===== src/rtl/life_matrix_scanner.sv =====
// Row-multiplexed LED matrix scanner for the Life board: snapshots cells once per frame, then drives rows one-hot with blanking gaps.
// Optional column PWM dimming is compiled in with LIFE_SCANNER_PWM_EN.
module life_matrix_scanner #(
  parameter int ROWS         = 8,
  parameter int COLS         = 8,
  parameter int ROW_CYCLES   = 1000,
  parameter int BLANK_CYCLES = 4,
  parameter int PWM_DUTY     = ROW_CYCLES / 2
) (
  input  logic                 clk,
  input  logic                 rst,
  input  logic                 ena,
  input  logic [ROWS*COLS-1:0] cells,
  output logic [ROWS-1:0]      rows,
  output logic [COLS-1:0]      cols,
  output logic                 frame_start,
  output logic                 frame_done
);

  localparam int DMAX = (ROW_CYCLES > BLANK_CYCLES) ? ROW_CYCLES : BLANK_CYCLES;
  localparam int DW   = $clog2(DMAX + 1);
  localparam int RW   = $clog2(ROWS);
  localparam logic [DW-1:0] ROW_LAST   = DW'(ROW_CYCLES - 1);
  localparam logic [DW-1:0] BLANK_LAST = DW'((BLANK_CYCLES > 0) ? BLANK_CYCLES - 1 : 0);
  localparam logic [RW-1:0] ROW_IDX_LAST = RW'(ROWS - 1);

  typedef enum logic [1:0] {IDLE, SNAP, BLANK, DRIVE} state_t;

  state_t                 state_q, state_d;
  logic [RW-1:0]          row_q, row_d;
  logic [DW-1:0]          dwell_q, dwell_d;
  logic [ROWS*COLS-1:0]   snap_q, snap_d;
  logic [ROWS-1:0]        rows_q, rows_d;
  logic [COLS-1:0]        cols_q, cols_d;
  logic                   frame_start_q, frame_start_d;
  logic                   frame_done_q, frame_done_d;

  always_comb begin
    state_d = state_q;
    row_d   = row_q;
    dwell_d = dwell_q;
    snap_d  = snap_q;
    case (state_q)
      IDLE: begin
        if (ena) state_d = SNAP;
      end
      SNAP: begin
        snap_d  = cells;
        row_d   = '0;
        dwell_d = '0;
        state_d = (BLANK_CYCLES > 0) ? BLANK : DRIVE;
      end
      BLANK: begin
        if (dwell_q == BLANK_LAST) begin
          dwell_d = '0;
          state_d = DRIVE;
        end else begin
          dwell_d = dwell_q + 1'b1;
        end
      end
      DRIVE: begin
        if (dwell_q == ROW_LAST) begin
          dwell_d = '0;
          if (row_q == ROW_IDX_LAST) begin
            // Frame end is the only point where ena is honoured, so frames never truncate.
            row_d   = '0;
            state_d = ena ? SNAP : IDLE;
          end else begin
            row_d   = row_q + 1'b1;
            state_d = (BLANK_CYCLES > 0) ? BLANK : DRIVE;
          end
        end else begin
          dwell_d = dwell_q + 1'b1;
        end
      end
      default: state_d = IDLE;
    endcase
  end

  // Outputs are decoded from the next state so they register in step with it.
  always_comb begin
    rows_d        = '0;
    cols_d        = '0;
    frame_start_d = (state_d == SNAP);
    frame_done_d  = (state_d == DRIVE) && (row_d == ROW_IDX_LAST) && (dwell_d == ROW_LAST);
    if (state_d == DRIVE) begin
      rows_d[row_d] = 1'b1;
      cols_d        = snap_d[row_d*COLS +: COLS];
`ifdef LIFE_SCANNER_PWM_EN
      if (int'(dwell_d) >= PWM_DUTY) cols_d = '0;
`endif
    end
  end

  always_ff @(posedge clk) begin
    if (!rst) begin
      state_q       <= IDLE;
      row_q         <= '0;
      dwell_q       <= '0;
      snap_q        <= '0;
      rows_q        <= '0;
      cols_q        <= '0;
      frame_start_q <= 1'b0;
      frame_done_q  <= 1'b0;
    end else begin
      state_q       <= state_d;
      row_q         <= row_d;
      dwell_q       <= dwell_d;
      snap_q        <= snap_d;
      rows_q        <= rows_d;
      cols_q        <= cols_d;
      frame_start_q <= frame_start_d;
      frame_done_q  <= frame_done_d;
    end
  end

  assign rows        = rows_q;
  assign cols        = cols_q;
  assign frame_start = frame_start_q;
  assign frame_done  = frame_done_q;

endmodule


===== config.mk =====
export PLATFORM = sky130hd
export DESIGN_NAME = life_matrix_scanner
export DESIGN_NICKNAME = d
export VERILOG_FILES = /design/src/rtl/life_matrix_scanner.sv
export SDC_FILE = /design/constraint.sdc
export NUM_CORES = 1
export LEC_CHECK = 0
export ABC_CLOCK_PERIOD_IN_PS = 8600
export BUFFER_PORTS_ARGS = -buffer_cell sky130_fd_sc_hd__buf_2
export CAP_MARGIN = 25
export CORE_ASPECT_RATIO = 1.5
export CORE_UTILIZATION = 50
export CTS_CLUSTER_SIZE = 12
export DETAILED_ROUTE_END_ITERATION = 7
export HOLD_SLACK_MARGIN = 0.08
export PLACE_DENSITY = 0.8
export SLEW_MARGIN = 10
export SYNTH_ARGS = -nofsm -noshare
export SYNTH_HDL_FRONTEND = slang
export SYNTH_SLANG_ARGS = --single-unit

===== constraint.sdc =====
create_clock -name clk -period 8.6 [get_ports clk]
set_input_delay 0.43 -clock clk [delete_from_list [all_inputs] [get_ports clk]]
set_output_delay 0.43 -clock clk [all_outputs]
set_load 0.02 [all_outputs]

==> flow_metrics.tcl, run 1 <==
set metrics [dict create \
    status "complete, no violations" \
    place_ws_ps 5330 \
    yosysTopAreaCell "dfxtp_1" \
    end_kind "register" \
    cts-resized-gates 0 \
    setup_viol 0 \
    layout-drive-gt1-share 0.207 \
    async_flop_share 0 \
    yosys_register_bits 97 \
    max_freq_ghz 0.297 \
    initial_core_util 0.518 \
    p_leak_uw 0.00209 \
    viasPerCell 5.52 \
    htreeDepth 3 \
    cts_tree "built" \
    powerDensity_nw_per_um2 225 \
    grt_max_degree 69 \
    cts.sinks 97 \
    ys.warnings.count 0 \
    synth_nets 536 \
    n_antenna_cell 0 \
    synth_top_area_share 0.466 \
    port_buffers 84 \
    grt_pass1_wl_mm 16.8 \
    power.share.switching 0.266 \
    drv_slew 0 \
    dp_hpwl_mm 7.47 \
    tightestPinTransition_ps 945 \
    worstPathMaxFanout 10 \
    rsz0062_at_grt "no" \
    critPathLaunchType "register" \
    p_int_uw 817 \
    fp.coreArea_um2 8060 \
    antenna_found_initial 0 \
    placed_cells 626 \
    syn_area_per_cell_um2 8.95 \
    hold_path.class "primary input to register" \
    maxCapViolations 0 \
    fin_crit_ps 3370 \
    ir_worst_vdd_mv 0.206 \
    p_clk_frac 0.377 \
    yosys.cell_types.count 49 \
    first_pass_iters 4 \
    hold_buffers 0 \
    fin_skew_ps 6.45 \
    grt_usage 0.250 \
    critPathKind "register to register" \
    drc 0 \
    grt_pass1_vias 3536 \
    ctsRootBufferMaster "clkbuf_16" \
    fill_cells 682 \
    numCtsBuffers 9 \
    clock_latency_ps 340 \
    place_area_um2 4620 \
    syn_area_um2 4170 \
    arrival_ps 3630 \
    die_x_um 76.6 \
    p_sw_uw 296 \
    drtIter0Drc 216 \
    yosysSeqAreaShare 0.466 \
    die_y_um 114 \
    synth_cells 466 \
    vias 3547 \
    syn2layout_area_growth_pct 18.4 \
    synthTopCellsByArea "dfxtp_1, mux2i_1, nor2_1" \
    rows 40 \
    synth-edff-count 0 \
    die_area_um2 8720 \
    cts_max_path_buffers 2 \
    nets 602 \
    period_share 0.392 \
    clk_pin_slew_ps 60 \
    synthFlopType "dfxtp_1" \
    postCtsSetupBuffers 0 \
    setup_tns_ps 0 \
    final_cells 642 \
    globalRouteOverflowTotal 0 \
    io_pins 85 \
    whs_ps 360 \
    gp_congestion 0.849 \
    hold_viol 0 \
    final_cell_area_um2 4940 \
    crit_required_ps 8860 \
    maxSlewHeadroom 0.356 \
    comb_power_share 0.173 \
    wire_per_inst_um 16.0 \
    worst_slack_ps 5230 \
    seqPwrFrac 0.450 \
    finalWirelength_mm 10.3 \
    ant_nets 0 \
]
## placed cells by master (no fill, tap or decap), types with 4 or more instances in the layout
| master | netlist | final |
|---|---|---|
| dfxtp_1 | 97 | 97 |
| nor2_1 | 80 | 79 |
| nand3_1 | 20 | 20 |
| clkbuf_16 | 0 | 9 |
| a21oi_1 | 5 | 5 |
| buf_2 | 4 | 84 |
| mux2i_1 | 73 | 72 |
| a32oi_1 | 9 | 9 |
| nor2b_1 | 6 | 6 |
| nor3_1 | 4 | 4 |
| a31oi_1 | 9 | 9 |
| o21ai_0 | 4 | 4 |
| nand4_1 | 4 | 4 |
| and2_1 | 4 | 4 |
| nand2_1 | 66 | 66 |
## power by group through the flow
stage,combinational (uW),clock (uW),sequential [uW]
after floorplan,135,0,509
after global placement,187,0,509
after detailed placement,189,0,511
after CTS,191,425,501
after global routing,210,445,504
final,192,419,501
## cells in the mapped netlist (2+ instances only)
cell       number
inv_1           2
and2_1          4
clkbuf_1       25
dfxtp_1        97
or4_1           2
xnor2_1         3
o22ai_1         2
o221ai_1        2
xor2_1          3
nand2_1        66
nand4_1         4
nor3_1          4
nand3_1        20
nor2_1         80
nor4_1          2
a31oi_1         9
nor3b_1         2
nor2b_1         6
a21oi_1         5
o21ai_0         4
a32oi_1         9
nand3b_1        3
buf_2           4
o21a_1          3
mux2i_1        73
nand2b_1        3
and3_1          2
ha_1            3
a2111oi_0       2
or2_2           3
## cells by family after synthesis
group / count (synthesis) / synth area share
AOI/OAI and AO/OA: 44 / 0.0759
xor gates and xnor gates: 6 / 0.0126
adders and majority gates: 3 / 0.00900
buffers and inverters: 34 / 0.0345
DFF: 97 / 0.466
muxes: 74 / 0.178
and+or+nand+nor: 208 / 0.224
## critical path: stages, from the launching register on
cell and delay (ps):
dfxtp_1 440, ha_1 320, or3b_4 440, or4_1 580
o221ai_1 460, nor2b_1 640, a32oi_1 210, a31oi_1 200
## worst paths after layout
kind	startpoint	to	slack, ps	cells past startpoint
max reg2reg	dwell_q[0]	cols[5]	5230	7
max	dwell_q[0]	cols[5]	5230	7
min	ena	state_q[0]	360	2
min reg2reg	snap_q[45]	snap_q[45]	490	2
## final cells by class
class	count	area (um^2)	share of cell area
Clock buffer	11	233	0.0471
Inverter	3	11.3	0.00228
Multi-Input combinational cell	335	2100	0.426
Clock inverter	5	78.8	0.0160
Timing Repair Buffer	86	435	0.0882
Tap cell	105	131	0.0266
Sequential cell	97	1940	0.393
## registers in the layout, summed over array words and instances, names as in the netlist
| name | cells |
|---|---|
| cols | 8 |
| dwell_q | 10 |
| frame_done | 1 |
| frame_start | 1 |
| row_q | 3 |
| rows | 8 |
| snap_q | 64 |
| state_q | 2 |
## metrics by stage
| step | util | total power [uW] |
|---|---|---|
| 3_3_place_gp | 0.574 | 696 |
| 5_1_grt | 0.613 | 1160 |
| 6_report | 0.613 | 1110 |
| 4_1_cts | 0.613 | 1120 |
| 3_5_place_dp | 0.574 | 700 |
| 2_1_floorplan | - | 644 |
## metal layers
layer	wire, um	track usage
met1	3960	0.276
met2	5330	0.436
met3	474	0.0528
met4	536	0.159
met5	0	0
No activity file was read; power rests on OpenSTA's default activity.
==> run 2: changes to the inputs <==
--- a/config.mk
+++ b/config.mk
@@ -5,15 +5,15 @@
 export SDC_FILE = /design/constraint.sdc
 export NUM_CORES = 1
 export LEC_CHECK = 0
-export ABC_CLOCK_PERIOD_IN_PS = 8600
+export ABC_CLOCK_PERIOD_IN_PS = 2700
 export BUFFER_PORTS_ARGS = -buffer_cell sky130_fd_sc_hd__buf_2
 export CAP_MARGIN = 25
 export CORE_ASPECT_RATIO = 1.5
-export CORE_UTILIZATION = 50
+export CORE_UTILIZATION = 49
 export CTS_CLUSTER_SIZE = 12
 export DETAILED_ROUTE_END_ITERATION = 7
 export HOLD_SLACK_MARGIN = 0.08
-export PLACE_DENSITY = 0.8
+export PLACE_DENSITY = 0.81
 export SLEW_MARGIN = 10
 export SYNTH_ARGS = -nofsm -noshare
 export SYNTH_HDL_FRONTEND = slang
==> constraint.sdc (replaced) <==
create_clock -name clk -period 2.7 [get_ports clk]
set_input_delay 0.135 -clock clk [delete_from_list [all_inputs] [get_ports clk]]
set_output_delay 0.135 -clock clk [all_outputs]
set_load 0.02 [all_outputs]
==> run 2 against run 1 <==
Against the previous run: critical path depth up 1; utilization increased by 6.3 points; count of clock-buffer cells in the layout unchanged; final cell count increased by 7.9%; clock skew about the same; register-to-register slack got worse by 5100 ps; combinational power rose to 3.6 times the previous value; die area is 2.0% higher; design area rose by 11%; worst setup slack got worse by 5100 ps; critical path type unchanged.
==> flow_metrics.tcl, run 2 (synthesis results as in run 1) <==
set metrics [dict create \
    seq_area_um2 1940 \
    max_freq_ghz 0.384 \
    gp_congestion 0.886 \
    clock_latency_ps 340 \
    syn2layout_area_growth_pct 31.3 \
    cts_tree "built" \
    maxCapViolations 0 \
    critPathKind "register to register" \
    drc 0 \
    dp_hpwl_mm 7.61 \
    initial_core_util 0.514 \
    slowest_stage "or4_4" \
    globalRouteOverflowTotal 0 \
    max_stage_delay_ps 480 \
    ir_worst_vdd_mv 0.558 \
    fp.coreArea_um2 8110 \
    cp-startpoint "dwell_q[1]" \
    die_y_um 115 \
    place_area_um2 4800 \
    die_x_um 77.3 \
    setup_tns_ps 0 \
    hold_path.class "primary input to register" \
    layout-drive-gt1-share 0.233 \
    powerDensity_nw_per_um2 673 \
    grt_pass1_vias 3895 \
    place_ws_ps 5.89 \
    worstPathMaxFanout 18 \
    final_common_cell "dfxtp_1" \
    grt_max_degree 69 \
    grt_usage 0.262 \
    clk_pin_slew_ps 70 \
    first_pass_iters 5 \
    maxSlewHeadroom 0.536 \
    numCtsBuffers 9 \
    rows 40 \
    fin_skew_ps 6.47 \
    grt_pass1_wl_mm 17.9 \
    finalWirelength_mm 11.3 \
    drv_slew 0 \
    final_cells 693 \
    final_cell_mix "dfxtp_1, buf_2, nor2_1" \
    io_pins 85 \
    fin_crit_ps 2610 \
    worst_slack_ps 94.3 \
    antenna_found_initial 0 \
    viasPerCell 5.47 \
    largest_registers "snap_q: 64 flops, dwell_q: 10 flops" \
    port_buffers 84 \
    regMostFlops "snap_q" \
    die_area_um2 8890 \
    arrival_ps 2840 \
    hold_viol 0 \
    hp-start "cells[31]" \
    largest_register_ff_count 64 \
    r2r-start "dwell_q[1]" \
    wire_per_inst_um 16.2 \
    ctsRootBufferMaster "clkbuf_16" \
    htreeDepth 3 \
    n_antenna_cell 0 \
    crit_chain "ha_4 -> or3b_4 -> or4_4 -> mux2_2 -> buf_4 -> nand2_1 -> nand3_1 -> a31oi_1" \
    cts_max_path_buffers 2 \
    vias 3794 \
    tightestPinTransition_ps 696 \
    drtIter0Drc 227 \
    p_leak_uw 0.00233 \
    ant_nets 0 \
    nets 653 \
    fill_cells 647 \
    critPathLaunchType "register" \
    period_share 0.965 \
    cts.sinks 97 \
    multiInputGateArea_um2 2140 \
    status "complete, no violations" \
    final_cell_area_um2 5480 \
    placed_cells 645 \
    rsz0062_at_grt "no" \
    crit_required_ps 2930 \
    whs_ps 75.9 \
    end_kind "register" \
    setup_viol 0 \
]
run 2: worst max-delay path, delay by kind of cell, from the launching register on:
family / cells / cell delay (ps)
DFF: 1 / 430
AOI/OAI and AO/OA: 1 / 90
buffers and inverters: 1 / 280
muxes: 1 / 440
adders and majority gates: 1 / 160
and+or+nand+nor: 4 / 1080
run 2: where the power goes:
part	switching (uW)	internal, uW
combinational	388	299
sequential	49.8	1550
clock	545	859
total	983	2700
run 2: what timing repair did:
| action | 4_1_cts | 5_1_grt |
|---|---|---|
| buffers inserted | 0 | 0 |
| setup endpoints to repair | 1 | 10 |
| gates cloned | 0 | 0 |
| hold endpoints to repair | 32 | 0 |
| resized for setup | 1 | 4 |
| hold buffers | 32 | 0 |
run 2: per-stage QoR:
stage / power, uW / utilization
final: 3690 / 0.675
after global placement: 2250 / 0.593
after global routing: 3820 / 0.675
after detailed placement: 2260 / 0.593
after CTS: 3680 / 0.674
after floorplan: 2050 / -
run 2: routing by layer:
metal / vias up / routed length (um) / global-route usage
li1: 1839 / - / -
met1: 1787 / 4240 / 0.263
met2: 133 / 5990 / 0.494
met3: 35 / 458 / 0.0341
met4: 0 / 566 / 0.184
met5: - / 0 / 0
run 2: worst paths after layout:
kind | endpoint | slack, ps | cells past startpoint
max | cols[1] | 90 | 8
min | snap_q[31] | 80 | 3
max reg2reg | cols[1] | 90 | 8
min reg2reg | snap_q[3] | 490 | 2
run 2: area by class of cell:
cell class | instances | area share
multi-input combinational | 335 | 0.390
clock buffer | 11 | 0.0462
clock inverter | 5 | 0.0142
inverter | 3 | 0.00206
sequential | 97 | 0.355
tap | 105 | 0.0240
timing repair buffer | 137 | 0.169
==> run 3: changes to the inputs <==
--- a/config.mk
+++ b/config.mk
@@ -8,12 +8,14 @@
 export ABC_CLOCK_PERIOD_IN_PS = 2700
 export BUFFER_PORTS_ARGS = -buffer_cell sky130_fd_sc_hd__buf_2
 export CAP_MARGIN = 25
-export CORE_ASPECT_RATIO = 1.5
-export CORE_UTILIZATION = 49
+export CELL_PAD_IN_SITES_DETAIL_PLACEMENT = 1
+export CELL_PAD_IN_SITES_GLOBAL_PLACEMENT = 1
+export CORE_ASPECT_RATIO = 0.75
+export CORE_UTILIZATION = 30
 export CTS_CLUSTER_SIZE = 12
 export DETAILED_ROUTE_END_ITERATION = 7
 export HOLD_SLACK_MARGIN = 0.08
-export PLACE_DENSITY = 0.81
+export PLACE_DENSITY = 0.69
 export SLEW_MARGIN = 10
 export SYNTH_ARGS = -nofsm -noshare
 export SYNTH_HDL_FRONTEND = slang
==> run 3 against run 2 <==
Against the previous run: the run now ends with design-rule violations left; critical endpoint is now frame_done; sequential power hardly changed; global-route usage down 7.8 points; register-to-register slack improved by 50 ps; final cell count is 11% higher; clock power shrank 16%; clock skew is 0.68 ps higher.
==> flow_metrics.tcl, run 3 (synthesis results as in run 1) <==
set metrics [dict create \
    status "finished, violations left" \
    violations "design-rule violations" \
    vias 3744 \
    fin_crit_ps 2560 \
    powerDensity_nw_per_um2 622 \
    nets 661 \
    die_x_um 138 \
    hold_depth 3 \
    final_cell_mix "dfxtp_1, buf_2, nor2_1" \
    maxCapViolations 0 \
    grtUsageMet3 0.0373 \
    grt_pass1_vias 3979 \
    first_pass_iters 6 \
    fin_skew_ps 7.15 \
    numCtsBuffers 9 \
    crit_required_ps 3000 \
    cts_max_path_buffers 2 \
    clk_pin_slew_ps 70 \
    globalRouteOverflowTotal 0 \
    die_area_um2 14400 \
    grt_use_met1 0.256 \
    hold_end "snap_q[17]" \
    busiest_layer "met2" \
    fill_cells 1558 \
    grt_pass1_wl_mm 20.7 \
    tightestPinTransition_ps 751 \
    cts_tree "built" \
    critical_path.top_delay_family "simple AND/OR/NAND/NOR gates" \
    final_util 0.418 \
    gp_congestion 0.814 \
    period_share 0.948 \
    power.share.switching 0.287 \
    grtUsageMet2 0.289 \
    cts.sinks 97 \
    ctsRootBufferMaster "clkbuf_16" \
    cp_num_buf_inv 1 \
    critPathKind "register to register" \
    die_y_um 104 \
    max_freq_ghz 0.391 \
    largest_register_ff_count 64 \
    finalWirelength_mm 12.7 \
    comb_power_share 0.201 \
    hold_viol 0 \
    rsz0062_at_grt "no" \
    fp.coreArea_um2 13300 \
    rrSetupSlack_ps 140 \
    arrival_ps 2860 \
    placed_cells 714 \
    hp-start "cells[17]" \
    largest_registers "snap_q: 64 flops, dwell_q: 10 flops" \
    layout-drive-gt1-share 0.235 \
    final_common_cell "dfxtp_1" \
    drc 8 \
    initial_core_util 0.314 \
    p_sw_uw 993 \
    maxSlewHeadroom 0.499 \
    max_stage_delay_ps 410 \
    antenna_found_initial 0 \
    place_area_um2 4910 \
    rows 36 \
    htreeDepth 3 \
    p_leak_uw 0.00234 \
    io_pins 85 \
    port_buffers 84 \
    critPathLaunchType "register" \
    ant_nets 0 \
    clock_latency_ps 350 \
    end_kind "register" \
    final_cell_area_um2 5560 \
    grt_usage 0.184 \
    worstReg2RegEnd "frame_done" \
    r2r-start "dwell_q[1]" \
    setup_viol 0 \
    drv_slew 0 \
    grt_max_degree 69 \
    dp_hpwl_mm 9.18 \
    final_cells 766 \
    ir_worst_vdd_mv 0.301 \
    n_antenna_cell 0 \
    crit_chain "ha_4 -> or3b_4 -> buf_4 -> o31a_2 -> o32ai_1 -> nand2_1 -> nor3b_2 -> and4_1" \
    hold_path.class "primary input to register" \
    worstRegToRegCells 8 \
    p_clk_frac 0.338 \
    wire_per_inst_um 16.5 \
    viasPerCell 4.89 \
    slowest_stage "o32ai_1" \
    regMostFlops "snap_q" \
    p_int_uw 2470 \
    power_uw 3460 \
    seqPwrFrac 0.461 \
    syn2layout_area_growth_pct 33.3 \
    worstPathMaxFanout 5 \
    drtIter0Drc 167 \
]
## run 3: cell count changes in the layout (fill, tap and decap cells not counted), moves of 2 or more
| cell | change |
|---|---|
| buf_4 | +5 |
| bufinv_16 | -2 |
| clkbuf_8 | -2 |
| dlygate4sd3_1 | +3 |
## run 3: final cells by class
| cell class | instances | area, um^2 | area share |
|---|---|---|---|
| clock inverter | 5 | 33.8 | 0.00608 |
| tap | 171 | 214 | 0.0385 |
| multi-input combinational | 335 | 2140 | 0.385 |
| clock buffer | 10 | 229 | 0.0412 |
| inverter | 3 | 11.3 | 0.00203 |
| timing repair buffer | 145 | 991 | 0.178 |
| sequential | 97 | 1940 | 0.349 |
## run 3: how the worst max path moves through the flow
stage / from / to / slack, ps / depth (start not counted)
after floorplan: dwell_q[0] / frame_done / 4 / 9
after global placement: dwell_q[1] / cols[6] / 70 / 8
after detailed placement: dwell_q[1] / cols[7] / -60 / 8
after CTS: dwell_q[1] / cols[6] / -5 / 8
after global routing: dwell_q[1] / frame_done / 20 / 7
final: dwell_q[1] / frame_done / 140 / 8
## run 3: tightest hold or removal path: stages
cell and delay (ps):
buf_2 80, mux2i_1 80, nor2_1 90
## run 3: stage by stage
step / hold slack (ps) / worst slack (ps) / TNS [ps]
6_report: 78.5 / 140 / 0
5_1_grt: 93.0 / 21.7 / 0
4_1_cts: 80.9 / -5.16 / -8.91
3_5_place_dp: 415 / -63.0 / -208
3_3_place_gp: 406 / 72.8 / 0
2_1_floorplan: 253 / 4.23 / 0
## run 3: what timing repair did
item,in CTS,in global routing
hold buffers,35,0
pin swaps,0,1
setup buffers,0,2
endpoints found under the setup margin,8,10
endpoints found under the hold margin,35,0
gates resized for setup,1,5
## run 3: metal layers
layer / up-vias / part of all wire / wire length [um]
li1: 1851 / - / -
met1: 1794 / 0.49 / 6230
met2: 85 / 0.45 / 5740
met3: 14 / 0.045 / 571
met4: 0 / 0.011 / 134
met5: - / 0 / 0
## run 3: power by group through the flow
stage	Sequential (uW)	Clock (uW)	Combinational (uW)
after global routing	1600	1260	765
final	1600	1170	694
after global placement	1620	0	642
after floorplan	1620	0	431
after detailed placement	1630	0	654
after CTS	1590	1200	697
